<file path="src/rtl/memory_ctrl_if.sv">
// Bundle between the instruction sequencer and its surroundings.
//  instr_valid/instr_ready/instr    : instruction handshake from fetch
//  reg_a_out/reg_d_out/reg_m_out    : current A, D and RAM[A] from the memory block
//  reg_a_en/reg_d_en/reg_m_en       : one-cycle write strobes to the memory block
//  data_in                          : write data to the memory block
//  pc                               : address of the next instruction
// master = controller side, slave = fetch/memory side.
interface memory_ctrl_if;
    logic        instr_valid;
    logic        instr_ready;
    logic [15:0] instr;
    logic [15:0] reg_a_out;
    logic [15:0] reg_d_out;
    logic [15:0] reg_m_out;
    logic        reg_a_en;
    logic        reg_d_en;
    logic        reg_m_en;
    logic [15:0] data_in;
    logic [15:0] pc;

    modport master (
        input  instr_valid, instr, reg_a_out, reg_d_out, reg_m_out,
        output instr_ready, reg_a_en, reg_d_en, reg_m_en, data_in, pc
    );

    modport slave (
        output instr_valid, instr, reg_a_out, reg_d_out, reg_m_out,
        input  instr_ready, reg_a_en, reg_d_en, reg_m_en, data_in, pc
    );
endinterface

</file>
<file path="src/rtl/memory_ctrl.sv">
// Hack instruction sequencer for the A/D/M memory block.
// Accepts one instruction per 2+SETTLE cycles, evaluates it with the Hack ALU and
// issues one-cycle registered write strobes plus write data, then updates pc.
//  clk  : system clock, rising edge
//  rst  : asynchronous active-high reset
//  bus  : memory_ctrl_if.master (handshake, register readback, strobes, data_in, pc)
module memory_ctrl #(
    parameter logic [15:0] PC_RESET = 16'h0000,
    parameter int unsigned SETTLE   = 1
) (
    input logic           clk,
    input logic           rst,
    memory_ctrl_if.master bus
);

    localparam int unsigned CntW = (SETTLE > 1) ? $clog2(SETTLE) : 1;
    localparam logic [CntW-1:0] CntLast = CntW'(SETTLE - 1);

    typedef enum logic [1:0] {StIdle, StExec, StSettle} state_e;

    state_e          state_q, state_d;
    logic [CntW-1:0] cnt_q, cnt_d;
    logic [15:0]     ir_q, ir_d;
    logic            a_en_q, a_en_d;
    logic            d_en_q, d_en_d;
    logic            m_en_q, m_en_d;
    logic [15:0]     data_q, data_d;
    logic [15:0]     pc_q, pc_d;

    logic [15:0] alu_x, alu_y, alu_res;
    logic        accept;
    logic        zr, ng, taken;

    // ALU evaluated on the incoming word: registers are stable from IDLE through EXEC,
    // so computing at accept lets the strobes and data be registered into EXEC.
    always_comb begin
        alu_x = bus.reg_d_out;
        alu_y = bus.instr[12] ? bus.reg_m_out : bus.reg_a_out;
        if (bus.instr[11]) alu_x = '0;
        if (bus.instr[10]) alu_x = ~alu_x;
        if (bus.instr[9])  alu_y = '0;
        if (bus.instr[8])  alu_y = ~alu_y;
        alu_res = bus.instr[7] ? (alu_x + alu_y) : (alu_x & alu_y);
        if (bus.instr[6])  alu_res = ~alu_res;
    end

    assign accept = (state_q == StIdle) && bus.instr_valid && !rst;

    // Jump resolved in EXEC from the latched word and the result held on data_in;
    // reg_a_out still shows the pre-instruction A here.
    assign zr    = (data_q == 16'h0000);
    assign ng    = data_q[15];
    assign taken = ir_q[15] & ((ir_q[2] & ng) | (ir_q[1] & zr) | (ir_q[0] & ~ng & ~zr));

    always_comb begin
        state_d = state_q;
        cnt_d   = cnt_q;
        ir_d    = ir_q;
        a_en_d  = 1'b0;
        d_en_d  = 1'b0;
        m_en_d  = 1'b0;
        data_d  = data_q;
        pc_d    = pc_q;
        unique case (state_q)
            StIdle: begin
                if (accept) begin
                    ir_d    = bus.instr;
                    state_d = StExec;
                    if (!bus.instr[15]) begin
                        data_d = {1'b0, bus.instr[14:0]};
                        a_en_d = 1'b1;
                    end else begin
                        data_d = alu_res;
                        a_en_d = bus.instr[5];
                        d_en_d = bus.instr[4];
                        m_en_d = bus.instr[3];
                    end
                end
            end
            StExec: begin
                state_d = StSettle;
                cnt_d   = '0;
                pc_d    = taken ? bus.reg_a_out : pc_q + 16'd1;
            end
            StSettle: begin
                if (cnt_q == CntLast) begin
                    state_d = StIdle;
                end else begin
                    cnt_d = cnt_q + 1'b1;
                end
            end
            default: state_d = StIdle;
        endcase
    end

    always_ff @(posedge clk or posedge rst) begin
        if (rst) begin
            state_q <= StIdle;
            cnt_q   <= '0;
            ir_q    <= '0;
            a_en_q  <= 1'b0;
            d_en_q  <= 1'b0;
            m_en_q  <= 1'b0;
            data_q  <= '0;
            pc_q    <= PC_RESET;
        end else begin
            state_q <= state_d;
            cnt_q   <= cnt_d;
            ir_q    <= ir_d;
            a_en_q  <= a_en_d;
            d_en_q  <= d_en_d;
            m_en_q  <= m_en_d;
            data_q  <= data_d;
            pc_q    <= pc_d;
        end
    end

    assign bus.instr_ready = (state_q == StIdle) && !rst;
    assign bus.reg_a_en    = a_en_q;
    assign bus.reg_d_en    = d_en_q;
    assign bus.reg_m_en    = m_en_q;
    assign bus.data_in     = data_q;
    assign bus.pc          = pc_q;

endmodule

</file>
<file path="src/flat_wrapper.sv">
// flat-port wrapper written by rule: the top's interface ports become plain ports
module memory_ctrl_flat 
#(
    parameter logic [15:0] PC_RESET = 16'h0000,
    parameter int unsigned SETTLE   = 1
)
  (clk, rst, bus_instr_valid, bus_instr, bus_reg_a_out, bus_reg_d_out, bus_reg_m_out, bus_instr_ready, bus_reg_a_en, bus_reg_d_en, bus_reg_m_en, bus_data_in, bus_pc);
  memory_ctrl_if bus_i ();
  input logic clk;
  input logic rst;
  input wire logic [$bits(bus_i.instr_valid)-1:0] bus_instr_valid;
  input wire logic [$bits(bus_i.instr)-1:0] bus_instr;
  input wire logic [$bits(bus_i.reg_a_out)-1:0] bus_reg_a_out;
  input wire logic [$bits(bus_i.reg_d_out)-1:0] bus_reg_d_out;
  input wire logic [$bits(bus_i.reg_m_out)-1:0] bus_reg_m_out;
  output wire logic [$bits(bus_i.instr_ready)-1:0] bus_instr_ready;
  output wire logic [$bits(bus_i.reg_a_en)-1:0] bus_reg_a_en;
  output wire logic [$bits(bus_i.reg_d_en)-1:0] bus_reg_d_en;
  output wire logic [$bits(bus_i.reg_m_en)-1:0] bus_reg_m_en;
  output wire logic [$bits(bus_i.data_in)-1:0] bus_data_in;
  output wire logic [$bits(bus_i.pc)-1:0] bus_pc;
  assign bus_i.instr_valid = bus_instr_valid;
  assign bus_i.instr = bus_instr;
  assign bus_i.reg_a_out = bus_reg_a_out;
  assign bus_i.reg_d_out = bus_reg_d_out;
  assign bus_i.reg_m_out = bus_reg_m_out;
  assign bus_instr_ready = bus_i.instr_ready;
  assign bus_reg_a_en = bus_i.reg_a_en;
  assign bus_reg_d_en = bus_i.reg_d_en;
  assign bus_reg_m_en = bus_i.reg_m_en;
  assign bus_data_in = bus_i.data_in;
  assign bus_pc = bus_i.pc;
  memory_ctrl #(.PC_RESET(PC_RESET), .SETTLE(SETTLE)) u_core (.clk(clk), .rst(rst), .bus(bus_i));
endmodule
</file>
<file path="config.mk">
export PLATFORM = sky130hd
export DESIGN_NAME = memory_ctrl_flat
export DESIGN_NICKNAME = d
export VERILOG_FILES = /design/src/rtl/memory_ctrl_if.sv /design/src/rtl/memory_ctrl.sv /design/src/flat_wrapper.sv
export SDC_FILE = /design/constraint.sdc
export NUM_CORES = 1
export LEC_CHECK = 0
export BUFFER_PORTS_ARGS = -buffer_cell sky130_fd_sc_hd__buf_2
export CORE_ASPECT_RATIO = 0.7
export CORE_MARGIN = 2
export CORE_UTILIZATION = 56
export DETAILED_ROUTE_END_ITERATION = 10
export PLACE_DENSITY = 0.85
export SKIP_CTS_REPAIR_TIMING = 1
export SLEW_MARGIN = 20
export SYNTH_ARGS = -nofsm -noshare
export SYNTH_HDL_FRONTEND = slang
export SYNTH_SLANG_ARGS = --single-unit
</file>
<file path="constraint.sdc">
create_clock -name clk -period 3.04 [get_ports clk]
set_input_delay 0.304 -clock clk [delete_from_list [all_inputs] [get_ports clk]]
set_output_delay 0.304 -clock clk [all_outputs]
set_load 0.03 [all_outputs]
</file>
# After elaboration in Yosys (flattened, before gate mapping)
# Index checks and enable logic that the tools add are counted.
# W data, S select, Z words.
dict set report totals {
  word_cells 60
  input_bits 67
  mem_bits_ro 0
  mem_count 0
  mem_bits_rw 0
  latchBits 0
  ff_bits 54
  out_inout_bits 36
}
dict set report op_classes {
  n_addsub 3
  eq_ne 4
  n_shift 0
  reduce_logical 9
  n_bitwise 13
  n_mux 23
  order_cmp 0
  div_mod_pow 0
  multipliers 0
}
# cell n
set ops {}
lappend ops {{$mux W16} 9}
lappend ops {{$not A16 Y16} 3}
lappend ops {{$add A16 B1 Y16 const B} 1}
lappend ops {{$add A16 B16 Y16} 1}
lappend ops {{$and A16 B16 Y16} 1}
lappend ops {{$logic_not A16 Y1} 1}
lappend ops {{$mux W1} 10}
lappend ops {{$pmux W2 S3} 1}
lappend ops {{$and A1 B1 Y1} 5}
lappend ops {{$mux W2} 2}
lappend ops {{$reduce_and A2 Y1} 2}
lappend ops {{$logic_and A1 B1 Y1} 3}
lappend ops {{$eq A2 B1 Y1 const B} 1}
lappend ops {{$eq A2 B2 Y1 const B} 1}
lappend ops {{$logic_not A2 Y1} 1}
lappend ops {{$ne A2 B1 Y1 const B} 1}
lappend ops {{$ne A2 B2 Y1 const B} 1}
lappend ops {{$not A1 Y1} 2}
lappend ops {{$or A1 B1 Y1} 2}
lappend ops {{$pmux W1 S2} 1}
lappend ops {{$reduce_bool A2 Y1} 1}
lappend ops {{$add A1 B1 Y1 const B} 1}
lappend ops {{$logic_not A1 Y1} 1}

# Depth between registers and ports, before layout
dict set report depth {
  ltp_word 9
  ltp_mapped 13
  depth_no_buf 12
}

# Worst setup path before layout
# Ideal clock, no wire load.
dict set report synth_path {
  path_type {input to register}
  start {in bus_instr[12]}
  end {reg u_core.data_q[14] (netlist: u_core.bus.data_in[14])}
  t_arrival_ns 3.472
  setup_slack_ns -0.554
  setup_time_ns 0.122
  n_path_buf 2
  cell_stages 13
  required_time_ns 2.918
  cell_sequence {clkbuf_1 -> clkbuf_1 -> mux2i_1 -> nor2_1 -> xor2_1 -> ha_1 -> and3_2 -> a221oi_4 -> nor4_1 -> or4_1 -> a31oi_1 -> mux2i_1 -> nand2_1}
}
dict set report synth_between {
  elab_chain_len 9
  word_cells_on_any_way 10
  cone_classes {add/sub (1); mux (6); bitwise (3)}
}
# element line
set synth_lines {}
lappend synth_lines {{from (decl)} flat_wrapper.sv:12} ;# input wire logic [$bits(bus_i.instr)-1:0] bus_instr;
lappend synth_lines {{$mux W16 *} memory_ctrl.sv:38} ;# alu_y = bus.instr[12] ? bus.reg_m_out : bus.reg_a_out;
lappend synth_lines {{$mux W16 *} memory_ctrl.sv:41} ;# if (bus.instr[9]) alu_y = '0;
lappend synth_lines {{$not A16 Y16} memory_ctrl.sv:42} ;# if (bus.instr[8]) alu_y = ~alu_y;
lappend synth_lines {{$mux W16 *} memory_ctrl.sv:42}
lappend synth_lines {{$add A16 B16 Y16 / $and A16 B16 Y16 (equally long branches)} memory_ctrl.sv:43} ;# alu_res = bus.instr[7] ? (alu_x + alu_y) : (alu_x & alu_y);
lappend synth_lines {{$mux W16 *} memory_ctrl.sv:43}
lappend synth_lines {{$not A16 Y16} memory_ctrl.sv:44} ;# if (bus.instr[6]) alu_res = ~alu_res;
lappend synth_lines {{$mux W16 *} memory_ctrl.sv:44}
lappend synth_lines {{$mux W16 *} memory_ctrl.sv:69} ;# if (!bus.instr[15]) begin
lappend synth_lines {{to (signal assigned)} memory_ctrl.sv:113} ;# data_q <= data_d;
lappend synth_lines {{to (decl)} memory_ctrl.sv:27} ;# logic [15:0] data_q, data_d;
# Mark *: on every way between the ends. The rest lies on a longest branch, timed or not.
# A chain may end at the register's enable or synchronous reset.

# Worst setup path after layout
# Same ends and word-level chain as after synthesis.

==> flow_summary_export.csv <==
group,metric,value,unit
status,status,"complete, no violations",
clock_network,clock_tree.buffer_depth,2,
finish,seq_area,1030,um2
synth,synthFlopType,"dfrtp_1",
finish,stdcell_count,678,
clock_network,clk_pin_slew,0.09,ns
floorplanning,initial_core_util,58.8,%
pwr,cellLeakagePower,2.33,nW
hold_path,holdCritPathClass,"in2async",
synth,yosysUniqueCellTypes,46,
synth,avgSynthCellArea,7.84,um2
global_routing,grt_pass1_wl,18100,um
pwr,p_sw_share,48.2,%
synth,syn_inst,473,
setup_path,critPathBufInv,2,
synth,synth_seq_area_share,27.7,%
synth,synth_area,3710,um2
timing,fmax,0.344,GHz
timing,rsz0062_at_grt,"no",
clock_network,insertion_delay,0.31,ns
pwr,ir_worst_vdd,547,uV
pwr,p_int,0.00151,W
global_routing,antenna_found_initial,0,
setup_path,slowest_stage,"or4_1",
timing,period_minus_slack,2.91,ns
timing,fin_ws,0.135,ns
floorplanning,die_width,101,um
pwr,finalPower,0.00291,W
global_routing,grt_pass1_vias,3628,
pwr,p_sw,0.00140,W
setup_path,worstPathArrival,3.10,ns
place,io_buffers,102,
synth,ys_warn_count,0,
finish,drive_gt1_share,26.8,%
pwr,power_frac_comb,56.0,%
setup_path,path_cells,"buf_2, buf_4, mux2i_1, nor2_1, xor2_1, fa_2, a21o_1, a221oi_4, nor4_2, or4_1, a31oi_1, mux2i_1, nand2_1",
place,routabilityCongestion,0.931,
timing,worstMarginPinSlew,0.843,ns
setup_path,critPathLaunchType,"input pin",
detailed_routing,ant_nets,0,
finish,multi_input_area,2550,um2
setup_path,worst-setup-path-type,"in2reg",
detailed_routing,dr.pass1.iters,5,
finish,n_antenna_cell,0,
floorplanning,core.rowCount,24,
place,hpwl,9070,um
detailed_routing,viasPerCell,5.93,
timing,relSlewSlack,43.8,%
finish,syn_to_final_growth,25.4,%
timing,fin_crit_sh,95.6,%
setup_path,cpPeakStageDelay,0.51,ns
synth,synth_nets,558,
setup_path,cp_top_family,"compound AO/OA/AOI/OAI gates",
pwr,power_frac_seq,31.4,%
synth,synth_edf_count,0,
detailed_routing,drc,0,
clock_network,htree_levels,2,
detailed_routing,dr.first_iter.drc_count,335,
setup_path,r2r-start,"u_core.bus.data_in[11]",
synth,synth.ff_latch_count,41,
timing,setup_viol,0,
floorplanning,fp.coreArea,6310,um2
setup_path,cp-startpoint,"bus_instr[12]",
timing,slew_viol_final,0,
global_routing,grt_use_total,31.6,%
synth,async_reset_ff_share,100,%
place,dp.cells,671,
place,pre_cts_slack,-0.121,ns
floorplanning,chipHeight,72.1,um
clock_network,cts_tree,"built",
pwr,clock_power_share,12.5,%
detailed_routing,wl_per_cell,16.7,um
clock_network,clock-sinks,41,
floorplanning,die_area,7300,um2
setup_path,crit_required,3.24,ns
timing,clock_skew,0.00880,ns
setup_path,cp-end-kind,"flop",
setup_path,crit_top_cell,"mux2i_1",
clock_network,cts_made_buffers,5,
detailed_routing,finalWirelength,11300,um
floorplanning,ios,103,
clock_network,root_buffer,"clkbuf_8",
global_routing,grt_max_degree,45,
global_routing,grt_overflow,0,
finish,final_common_cell,"buf_2",
finish,nNetsFinal,685,
detailed_routing,routed-via-count,4021,
run,maxCapViolCount,0,
pwr,power_density,625,nW/um2
timing,finalHoldViolations,0,
setup_path,crit_fanout,5,
finish,fillers,518,
finish,layout_common_cells,"buf_2, nand2_1, a21oi_1, buf_4, dfrtp_1",
[area by class of cell]
class                   instances  area share, %
clock inverters                 1          0.188
repair buffers                148           18.4
clock buffers                   6           1.56
inverters                      12          0.968
well taps                      78           2.10
flip-flops and latches         41           22.1
multi-input cells             392           54.7
[sequential cells by signal (all words and copies together) (netlist names)]
| signal | cells |
|---|---|
| u_core.bus.reg_m_en | 1 |
| u_core.bus.reg_d_en | 1 |
| u_core.bus.reg_a_en | 1 |
| u_core.bus.data_in | 16 |
| u_core.ir_q | 4 |
| u_core.state_q | 2 |
| u_core.bus.pc | 16 |
[metrics by stage]
step | instance area [um2] | hold slack (ns) | utilization, % | setup TNS, ns
final | 4650 | 0.160 | 73.8 | 0
after global routing | 4650 | 0.231 | 73.8 | 0
after CTS | 4650 | 0.189 | 73.8 | 0
after detailed placement | 4570 | 0.464 | 72.5 | -0.249
after global placement | 4570 | 0.450 | 72.5 | -0.0559
after floorplan | 3750 | 0.409 | - | 0
[per-layer routing]
| metal | GRT usage (%) | share of wire (%) |
|---|---|---|
| met3 | 4.82 | 8.6 |
| met4 | 4.35 | 0.92 |
| met5 | 0 | 0 |
| met1 | 49.2 | 48 |
| met2 | 47.2 | 42 |
[power by group through the flow]
stage	combinational, W	sequential (W)	clock [W]
6_report	0.00163	0.000913	0.000364
5_1_grt	0.00176	0.000944	0.000386
4_1_cts	0.00162	0.000906	0.000364
3_5_place_dp	0.00161	0.000914	0
3_3_place_gp	0.00157	0.000901	0
2_1_floorplan	0.000783	0.00118	0
[worst paths after layout]
kind                                           to  slack [ns]  cells after the start
setup / recovery           u_core.bus.data_in[14]        0.13                     13
hold / removal                     u_core.ir_q[0]        0.16                      2
setup reg to reg                 u_core.bus.pc[7]        0.78                      8
hold reg to reg                    u_core.ir_q[0]        0.49                      2
max in group asynchronous   u_core.bus.data_in[2]        2.08                      3
min in group clk                   u_core.ir_q[0]        0.22                      3
[worst register-to-register path: stages (launching register included)]
cell	delay [ns]
dfrtp_1	0.41
nor4_1	0.39
nand4_1	0.19
and3b_1	0.23
o21ai_2	0.14
buf_4	0.37
nor2_1	0.14
a31oi_1	0.18
o22a_1	0.17
[Yosys cell counts (11+ instances only)]
library cell / count / area, um2
nand2_1: 65 / 244
xor2_1: 21 / 184
mux2i_1: 35 / 350
nor2_1: 38 / 143
clkbuf_1: 23 / 86.3
xnor2_1: 28 / 245
ha_1: 17 / 213
o21ai_0: 26 / 130
inv_1: 11 / 41.3
a21oi_1: 50 / 250
nand3_1: 17 / 85.1
and3_1: 16 / 100
dfrtp_1: 41 / 1030
[logic make-up (layout without fill, tap and decap cells)]
| group | count (synthesis) | after routing | share of synthesized area, % |
|---|---|---|---|
| xor+xnor | 49 | 49 | 11.6 |
| buf+inv | 40 | 167 | 4.11 |
| mux | 35 | 35 | 9.44 |
| compound gates | 116 | 116 | 18.8 |
| flops | 41 | 41 | 27.7 |
| fa+ha+maj | 18 | 18 | 6.27 |
| simple gates | 174 | 174 | 22.1 |
No activity file was read; power rests on OpenSTA's default activity.
